===== src/rtl/button_event_gen.sv =====
// Turns a debounced button level into single-cycle press, release, long-press
// and auto-repeat events. All outputs are registered.
module button_event_gen #(
  parameter int unsigned c_HOLD_LIMIT   = 12500000,
  parameter int unsigned c_REPEAT_LIMIT = 2500000,
  parameter int unsigned c_CNT_WIDTH    = 24
) (
  input  logic       i_Clk,
  input  logic       i_Rst,
  input  logic       i_Switch,
  output logic       o_Press,
  output logic       o_Release,
  output logic       o_Long,
  output logic       o_Repeat,
  output logic       o_Held,
  output logic [1:0] o_State
);

  typedef enum logic [1:0] {
    LOCKOUT = 2'd0,
    IDLE    = 2'd1,
    PRESSED = 2'd2,
    HELD    = 2'd3
  } state_t;

  localparam logic [c_CNT_WIDTH-1:0] HOLD_LAST   = c_CNT_WIDTH'(c_HOLD_LIMIT - 1);
  localparam logic [c_CNT_WIDTH-1:0] REPEAT_LAST = c_CNT_WIDTH'(c_REPEAT_LIMIT - 1);
  localparam logic [c_CNT_WIDTH-1:0] CNT_ONE     = c_CNT_WIDTH'(1);

  state_t                 state, state_next;
  logic [c_CNT_WIDTH-1:0] cnt, cnt_next;
  logic                   press_next, release_next, long_next, repeat_next, held_next;

  always_comb begin
    state_next   = state;
    cnt_next     = cnt;
    press_next   = 1'b0;
    release_next = 1'b0;
    long_next    = 1'b0;
    repeat_next  = 1'b0;

    case (state)
      LOCKOUT: begin
        if (!i_Switch) state_next = IDLE;
      end
      IDLE: begin
        if (i_Switch) begin
          state_next = PRESSED;
          press_next = 1'b1;
          cnt_next   = '0;
        end
      end
      PRESSED: begin
        // Release is tested first so it wins over a coincident long-press.
        if (!i_Switch) begin
          state_next   = IDLE;
          release_next = 1'b1;
          cnt_next     = '0;
        end else if (cnt == HOLD_LAST) begin
          state_next = HELD;
          long_next  = 1'b1;
          cnt_next   = '0;
        end else begin
          cnt_next = cnt + CNT_ONE;
        end
      end
      HELD: begin
        if (!i_Switch) begin
          state_next   = IDLE;
          release_next = 1'b1;
          cnt_next     = '0;
        end else if (c_REPEAT_LIMIT != 0) begin
          if (cnt == REPEAT_LAST) begin
            repeat_next = 1'b1;
            cnt_next    = '0;
          end else begin
            cnt_next = cnt + CNT_ONE;
          end
        end
      end
      default: begin
        state_next = LOCKOUT;
        cnt_next   = '0;
      end
    endcase

    held_next = (state_next == PRESSED) || (state_next == HELD);
  end

  always_ff @(posedge i_Clk) begin
    if (i_Rst) begin
      state     <= LOCKOUT;
      cnt       <= '0;
      o_Press   <= 1'b0;
      o_Release <= 1'b0;
      o_Long    <= 1'b0;
      o_Repeat  <= 1'b0;
      o_Held    <= 1'b0;
    end else begin
      state     <= state_next;
      cnt       <= cnt_next;
      o_Press   <= press_next;
      o_Release <= release_next;
      o_Long    <= long_next;
      o_Repeat  <= repeat_next;
      o_Held    <= held_next;
    end
  end

  assign o_State = state;

endmodule

===== config.mk =====
export PLATFORM = sky130hd
export DESIGN_NAME = button_event_gen
export DESIGN_NICKNAME = d
export VERILOG_FILES = /design/src/rtl/button_event_gen.sv
export SDC_FILE = /design/constraint.sdc
export NUM_CORES = 1
export LEC_CHECK = 0
export BUFFER_PORTS_ARGS = -buffer_cell sky130_fd_sc_hd__buf_2
export CORE_MARGIN = 2
export CORE_UTILIZATION = 40
export CTS_CLUSTER_DIAMETER = 60
export DETAILED_ROUTE_END_ITERATION = 8
export GPL_TIMING_DRIVEN = 0
export PLACE_DENSITY = 0.61
export SETUP_SLACK_MARGIN = 0.3
export SYNTH_ARGS = -nofsm -noshare
export SYNTH_HDL_FRONTEND = slang
export SYNTH_SLANG_ARGS = --single-unit

===== constraint.sdc =====
create_clock -name i_Clk -period 2.8 [get_ports i_Clk]
set_clock_uncertainty 0.1 [all_clocks]
set_input_delay 0.42 -clock i_Clk [delete_from_list [all_inputs] [get_ports i_Clk]]
set_output_delay 0.42 -clock i_Clk [all_outputs]
set_load 0.03 [all_outputs]

==> flow_metrics.py, run 1 <==
metrics = {
    "run_status": {
        "status": "finished clean",
    },
    "routing": {
        "highest_layer": "met4",
        "firstDrtPassIters": 4,
        "wl_met1_mm": 1.93,
        "drtAntennaViolNets": 0,
        "drt_iter0_drc": 104,
        "wl_met2_mm": 1.68,
        "wl_per_cell_um": 14.3,
        "via_count": 1532,
        "met3_length_um": 225,
        "finalWirelength_mm": 3.91,
        "vias_per_cell": 5.61,
        "post-route-drc-count": 0,
    },
    "cts": {
        "clock_path_buffers": 2,
        "cts.sinks": 31,
        "cts_tree": "built",
        "htree_levels": 2,
        "insertion_delay_ps": 280,
        "cts_buffers": 5,
        "clockRootBuffer": "clkbuf_8",
        "clk_pin_slew_ps": 60,
    },
    "setup_path": {
        "cp-start-kind": "flop",
        "critPathKind": "reg2reg",
        "r2r_setup_slack_ps": 440,
        "required_ps": 2870,
        "critPathArrivalTime_ps": 2430,
        "worstPathMaxFanout": 10,
        "critPathCaptureType": "flop",
    },
    "sta": {
        "worst_pin_slew_ps": 643,
        "setup_tns_ps": 0,
        "fmax_ghz": 0.424,
        "post-route-period-util_pct": 84.2,
        "hold_violations": 0,
        "timing.final.ws_setup_ps": 442,
        "maxSlewHeadroom_pct": 56.6,
        "setup_violations": 0,
        "maxSlewViolCount": 0,
        "min_period_ps": 2360,
        "rsz0062_at_grt": "false",
    },
    "floorplan": {
        "fp.coreArea_sq_um": 4060,
        "io_pins": 10,
        "initial_core_util_pct": 42.2,
        "dieHeight_um": 69.4,
        "dieWidth_um": 69.4,
        "fp-row-count": 23,
        "dieArea_sq_um": 4820,
    },
    "synth": {
        "yosys-top-cells-area": "dfxtp_1, nor2_1, nand3_1, ha_1, xor2_1",
        "synthesis.area_sq_um": 1710,
        "yosysTopAreaCell": "dfxtp_1",
        "yosysSeqAreaShare_pct": 36.2,
        "synth_flop_cell": "dfxtp_1",
        "synth-edff-count": 0,
        "syn-num-nets": 213,
        "synth_cell_type_count": 45,
        "avgSynthCellArea_sq_um": 8.40,
        "yosysWarnings": 0,
        "synth_top_area_share_pct": 36.2,
        "synth_seq_cells": 31,
        "synth_cells": 204,
        "synthArstFlopShare_pct": 0,
    },
    "place": {
        "gp_congestion": 0.790,
        "hpwl_mm": 2.89,
        "preCtsSetupSlack_ps": 274,
        "portBuffers": 7,
    },
    "power": {
        "p_leak_nw": 0.682,
        "power.density_nw_per_um2": 458,
        "power_w": 0.000900,
        "ir_worst_vdd_v": 0.000323,
    },
    "cells_and_area": {
        "antenna_cells": 0,
        "fill_cells": 414,
        "drive_gt1_share_pct": 13.9,
        "area_growth_pct": 14.6,
        "nNetsFinal": 231,
    },
    "grt": {
        "overflow": 0,
        "grt_max_degree": 11,
        "grt_antenna_before_repair": 0,
        "grt_pass1_vias": 1378,
        "grt_pass1_wl_mm": 6.76,
        "track_usage_pct": 17.3,
    },
    "hold_path": {
        "worstHoldPathType": "in2reg",
    },
    "job": {
        "cap_violations": 0,
    },
}
==> cell families (layout without fill, tap and decap cells) <==
logic type | after synthesis | count (layout) | synth area share (%)
AO/OA/AOI/OAI | 35 | 35 | 15.8
XOR/XNOR | 15 | 15 | 7.67
adder cells (fa/ha/maj) | 6 | 6 | 4.38
buffers and inverters | 13 | 32 | 4.09
flip-flops | 31 | 31 | 36.2
AND/OR/NAND/NOR | 104 | 104 | 31.8
==> final timing paths <==
kind | startpoint | to | cells past startpoint
max | cnt[5] | cnt[20] | 7
min | i_Switch | o_Release | 2
min reg2reg | cnt[1] | cnt[1] | 2
max reg2reg | cnt[5] | cnt[20] | 7
==> area by class of cell <==
cell class | count | area, sq um | area share (%)
multi-input cells | 160 | 1050 | 53.4
flip-flops and latches | 31 | 621 | 31.6
well taps | 50 | 62.6 | 3.19
plain buffers | 5 | 40.0 | 2.04
inverters | 8 | 30.0 | 1.53
repair buffers | 11 | 61.3 | 3.12
clock buffers | 8 | 100 | 5.10
==> cells in the final DEF (no fill, tap or decap), drive strengths merged, types with 2 or more instances in the layout <==
| master | instances |
|---|---|
| dfxtp | 31 |
| a21oi | 6 |
| nand4 | 8 |
| and2 | 4 |
| o211ai | 8 |
| o221ai | 2 |
| nor2 | 31 |
| or3 | 2 |
| o21ai | 4 |
| xor2 | 8 |
| nand3 | 16 |
| or4 | 2 |
| or4b | 2 |
| o2111ai | 2 |
| inv | 8 |
| and4 | 2 |
| a41oi | 2 |
| buf | 13 |
| xnor2 | 7 |
| a21o | 2 |
| clkbuf | 11 |
| ha | 6 |
| nor3 | 6 |
| nand2 | 17 |
| nor4 | 4 |
| a221oi | 2 |
| and3 | 6 |
==> per-stage QoR <==
stage          utilization [%]  hold WS, ps  area [sq um]  cells
2_1_floorplan                -          349          1710    204
3_3_place_gp              44.6          366          1810    261
3_5_place_dp              44.7          374          1810    262
4_1_cts                   47.7          263          1940    272
5_1_grt                   48.4          280          1960    273
6_report                  48.4          268          1960    273
==> metal layers <==
layer | vias to the layer above | GRT usage [%]
li1 | 783 | -
met1 | 692 | 24.4
met5 | - | 0
met4 | 0 | 6.97
met3 | 10 | 4.65
met2 | 47 | 25.0
==> timing repair <==
| item | 4_1_cts | 5_1_grt |
|---|---|---|
| endpoints found under the setup margin | 10 | 17 |
| pin swaps | 1 | 2 |
| resized for setup | 1 | 4 |
| setup buffers | 2 | 1 |
| hold buffers | 0 | 0 |
==> power by group <==
group | internal, W | leakage, nW | switching (W)
clock network | 0.000224 | 0.0515 | 0.000160
logic | 0.0000233 | 0.381 | 0.0000462
registers | 0.000443 | 0.250 | 0.00000265
==> registers in the layout (all words and copies together) (netlist names) <==
| name | cells |
|---|---|
| o_Press | 1 |
| cnt | 24 |
| o_Repeat | 1 |
| o_Release | 1 |
| o_State | 2 |
| o_Long | 1 |
| o_Held | 1 |
==> synthesized netlist by cell type, types with 2 or more instances <==
cell / number
a41oi_1: 2
nor2_1: 31
ha_1: 6
inv_1: 8
o21ai_0: 4
nand3_1: 16
xnor2_1: 7
a21oi_1: 6
dfxtp_1: 31
or3_1: 2
xor2_1: 8
a221oi_1: 2
o221ai_1: 2
clkbuf_1: 2
o211ai_1: 8
a21o_1: 2
and2_1: 3
o2111ai_1: 2
or4_1: 2
and3_1: 5
nor4_1: 3
nor3_1: 6
nand2_1: 17
nand4_1: 8
==> critical path, cell delays in order (launching register included) <==
cell and delay [ps]:
dfxtp_1 360, or4b_4 590, nor4_4 250, buf_4 180, a31oi_4 120, o31ai_4 390
buf_6 200, nor2_1 60
No activity file was read; power rests on OpenSTA's default activity.
==> inputs of run 2 (changes only) <==
==> constraint.sdc (replaced) <==
create_clock -name i_Clk -period 2.2 [get_ports i_Clk]
set_clock_uncertainty 0.1 [all_clocks]
set_input_delay 0.33 -clock i_Clk [delete_from_list [all_inputs] [get_ports i_Clk]]
set_output_delay 0.33 -clock i_Clk [all_outputs]
set_load 0.03 [all_outputs]
==> run 2 against run 1 <==
  * The flow now finishes with violations (negative setup slack)
  * First-iteration DRC count fell by 39%
  * Sequential power rose by 26%
  * Worst setup slack got worse by 490 ps
  * Largest power group unchanged
  * Non-clock buffer count rose by 7
  * Critical path type unchanged
  * Wire length rose by 6.9%
  * Critical endpoint is now cnt[18]
  * Sequential share of layout area fell by 1.7 points
  * Register-to-register slack got worse by 490 ps
  * Combinational power rose by 55%
  * Via count rose by 3.0%
  * Cell count rose by 2.6%
  * Design area rose by 8.7%
==> flow_metrics.py, run 2 (same netlist as run 1, synthesis figures left out) <==
metrics = {
    "routing": {
        "via_count": 1578,
        "wl_per_cell_um": 14.9,
        "vias_per_cell": 5.64,
        "firstDrtPassIters": 4,
        "finalWirelength_mm": 4.18,
        "drt_iter0_drc": 63,
        "post-route-drc-count": 0,
        "drtAntennaViolNets": 0,
    },
    "sta": {
        "maxSlewViolCount": 0,
        "hold_violations": 0,
        "timing.final.ws_setup_ps": -43.0,
        "setup_violations": 16,
        "rsz0062_at_grt": "true",
        "post-route-period-util_pct": 102,
        "maxSlewHeadroom_pct": 53.1,
        "min_period_ps": 2240,
        "worst_pin_slew_ps": 694,
        "fmax_ghz": 0.446,
    },
    "cts": {
        "htree_levels": 2,
        "clock_path_buffers": 2,
        "clockRootBuffer": "clkbuf_8",
        "cts_buffers": 5,
        "clk_pin_slew_ps": 70,
        "cts.sinks": 31,
        "insertion_delay_ps": 290,
        "cts_tree": "built",
    },
    "power": {
        "power.density_nw_per_um2": 548,
        "ir_worst_vdd_v": 0.000332,
        "p_leak_nw": 0.733,
        "power_w": 0.00117,
    },
    "setup_path": {
        "reg2reg_from": "cnt[14]",
        "cpMostUsedCell": "buf_6",
        "critPathCapture": "cnt[18]",
        "cp_slowest_cell": "or4b_4",
        "required_ps": 2270,
        "worstPathCellList": "or4b_4, nor4_4, buf_4, a311oi_4, o31ai_4, buf_6, buf_6, nor2_1",
        "worstPathMaxFanout": 5,
        "cp-start-kind": "flop",
        "worst_r2r_path_depth": 8,
        "critPathCaptureType": "flop",
        "r2r_setup_slack_ps": -40,
        "r2r_end": "cnt[18]",
        "max_stage_delay_ps": 560,
        "critPathKind": "reg2reg",
        "startpoint": "cnt[14]",
        "critPathArrivalTime_ps": 2320,
    },
    "floorplan": {
        "dieHeight_um": 69.4,
        "initial_core_util_pct": 42.2,
        "fp.coreArea_sq_um": 4060,
        "dieWidth_um": 69.4,
        "io_pins": 10,
        "dieArea_sq_um": 4820,
        "fp-row-count": 23,
    },
    "place": {
        "portBuffers": 7,
        "gp_congestion": 0.840,
        "hpwl_mm": 2.88,
        "placedCellCount": 261,
    },
    "cells_and_area": {
        "fill_cells": 383,
        "stdcell_count": 280,
        "largest_register_ffs": 24,
        "antenna_cells": 0,
        "area_growth_pct": 24.5,
        "nNetsFinal": 238,
        "layout_common_cells": "nor2_1, dfxtp_1, nand2_1, nand3_1, buf_4",
        "regArea_sq_um": 638,
        "regMostFlops": "cnt",
        "final_common_cell": "nor2_1",
        "drive_gt1_share_pct": 27.0,
        "multi_input_area_sq_um": 1140,
    },
    "job": {
        "cap_violations": 0,
    },
    "grt": {
        "grt_pass1_wl_mm": 7.38,
        "grt_antenna_before_repair": 0,
        "grt_pass1_vias": 1561,
        "overflow": 0,
        "track_usage_pct": 19.0,
        "grt_max_degree": 11,
    },
    "run_status": {
        "status": "finished with violations",
        "violations": "negative setup slack",
    },
    "hold_path": {
        "worstHoldPathType": "in2reg",
        "hp-start": "i_Switch",
    },
}
==> run 2: cell types whose count changed in the layout (fill, tap and decap cells not counted), sizes merged <==
cell,previous run,this run
buf,13,20
==> run 2: stage by stage <==
| stage | util (%) | setup TNS (ps) | hold slack, ps | worst slack (ps) | cell area (sq um) |
|---|---|---|---|---|---|
| floorplan | - | 0 | 361 | 6.48 | 1740 |
| global placement | 45.3 | -2580 | 370 | -218 | 1840 |
| detailed placement | 45.3 | -2300 | 381 | -200 | 1840 |
| CTS | 52.1 | -17.6 | 183 | -4.39 | 2120 |
| global route | 52.6 | -2390 | 206 | -145 | 2130 |
| finish | 52.6 | -478 | 189 | -43.0 | 2130 |
==> run 2: timing repair <==
action	4_1_cts	5_1_grt
hold endpoints to repair	0	0
setup endpoints to repair	28	29
gates resized for setup	22	6
pin swaps	10	5
setup buffers	10	0
hold buffers	0	0
gates cloned	1	0
==> run 2: how the worst min path moves through the flow <==
| stage | cells after the start | slack (ps) | to |
|---|---|---|---|
| after global routing | 2 | 210 | o_Release |
| after floorplan | 2 | 360 | cnt[1] |
| final | 2 | 190 | o_State[0] |
| after detailed placement | 2 | 380 | cnt[1] |
| after CTS | 2 | 180 | o_State[0] |
| after global placement | 2 | 370 | cnt[1] |
==> run 2: metal layers <==
metal / global-route usage (%) / up-vias / part of all wire, %
li1: - / 801 / -
met1: 25.4 / 751 / 49
met2: 30.4 / 19 / 47
met3: 4.36 / 7 / 2.9
met4: 5.88 / 0 / 1.3
met5: 0 / - / 0
==> run 2: where the power goes <==
part	internal, W	total, W	switching, W
Clock	0.000285	0.000496	0.000210
Sequential	0.000561	0.000564	0.00000351
Combinational	0.0000406	0.000108	0.0000677
Total	0.000887	0.00117	0.000282
==> run 2: cell type report <==
| cell class | count | area share [%] |
|---|---|---|
| multi-input cells | 160 | 53.3 |
| flip-flops and latches | 31 | 29.9 |
| repair buffers | 18 | 5.87 |
| clock buffers | 8 | 4.69 |
| well taps | 50 | 2.93 |
| plain buffers | 5 | 1.94 |
| inverters | 8 | 1.41 |
==> run 2: worst max-delay path, delay by kind of cell (launching register included) <==
family                 cells  cell delay, ps
AOI/OAI and AO/OA          2             350
buffers and inverters      3             470
DFF                        1             350
and+or+nand+nor            3             860
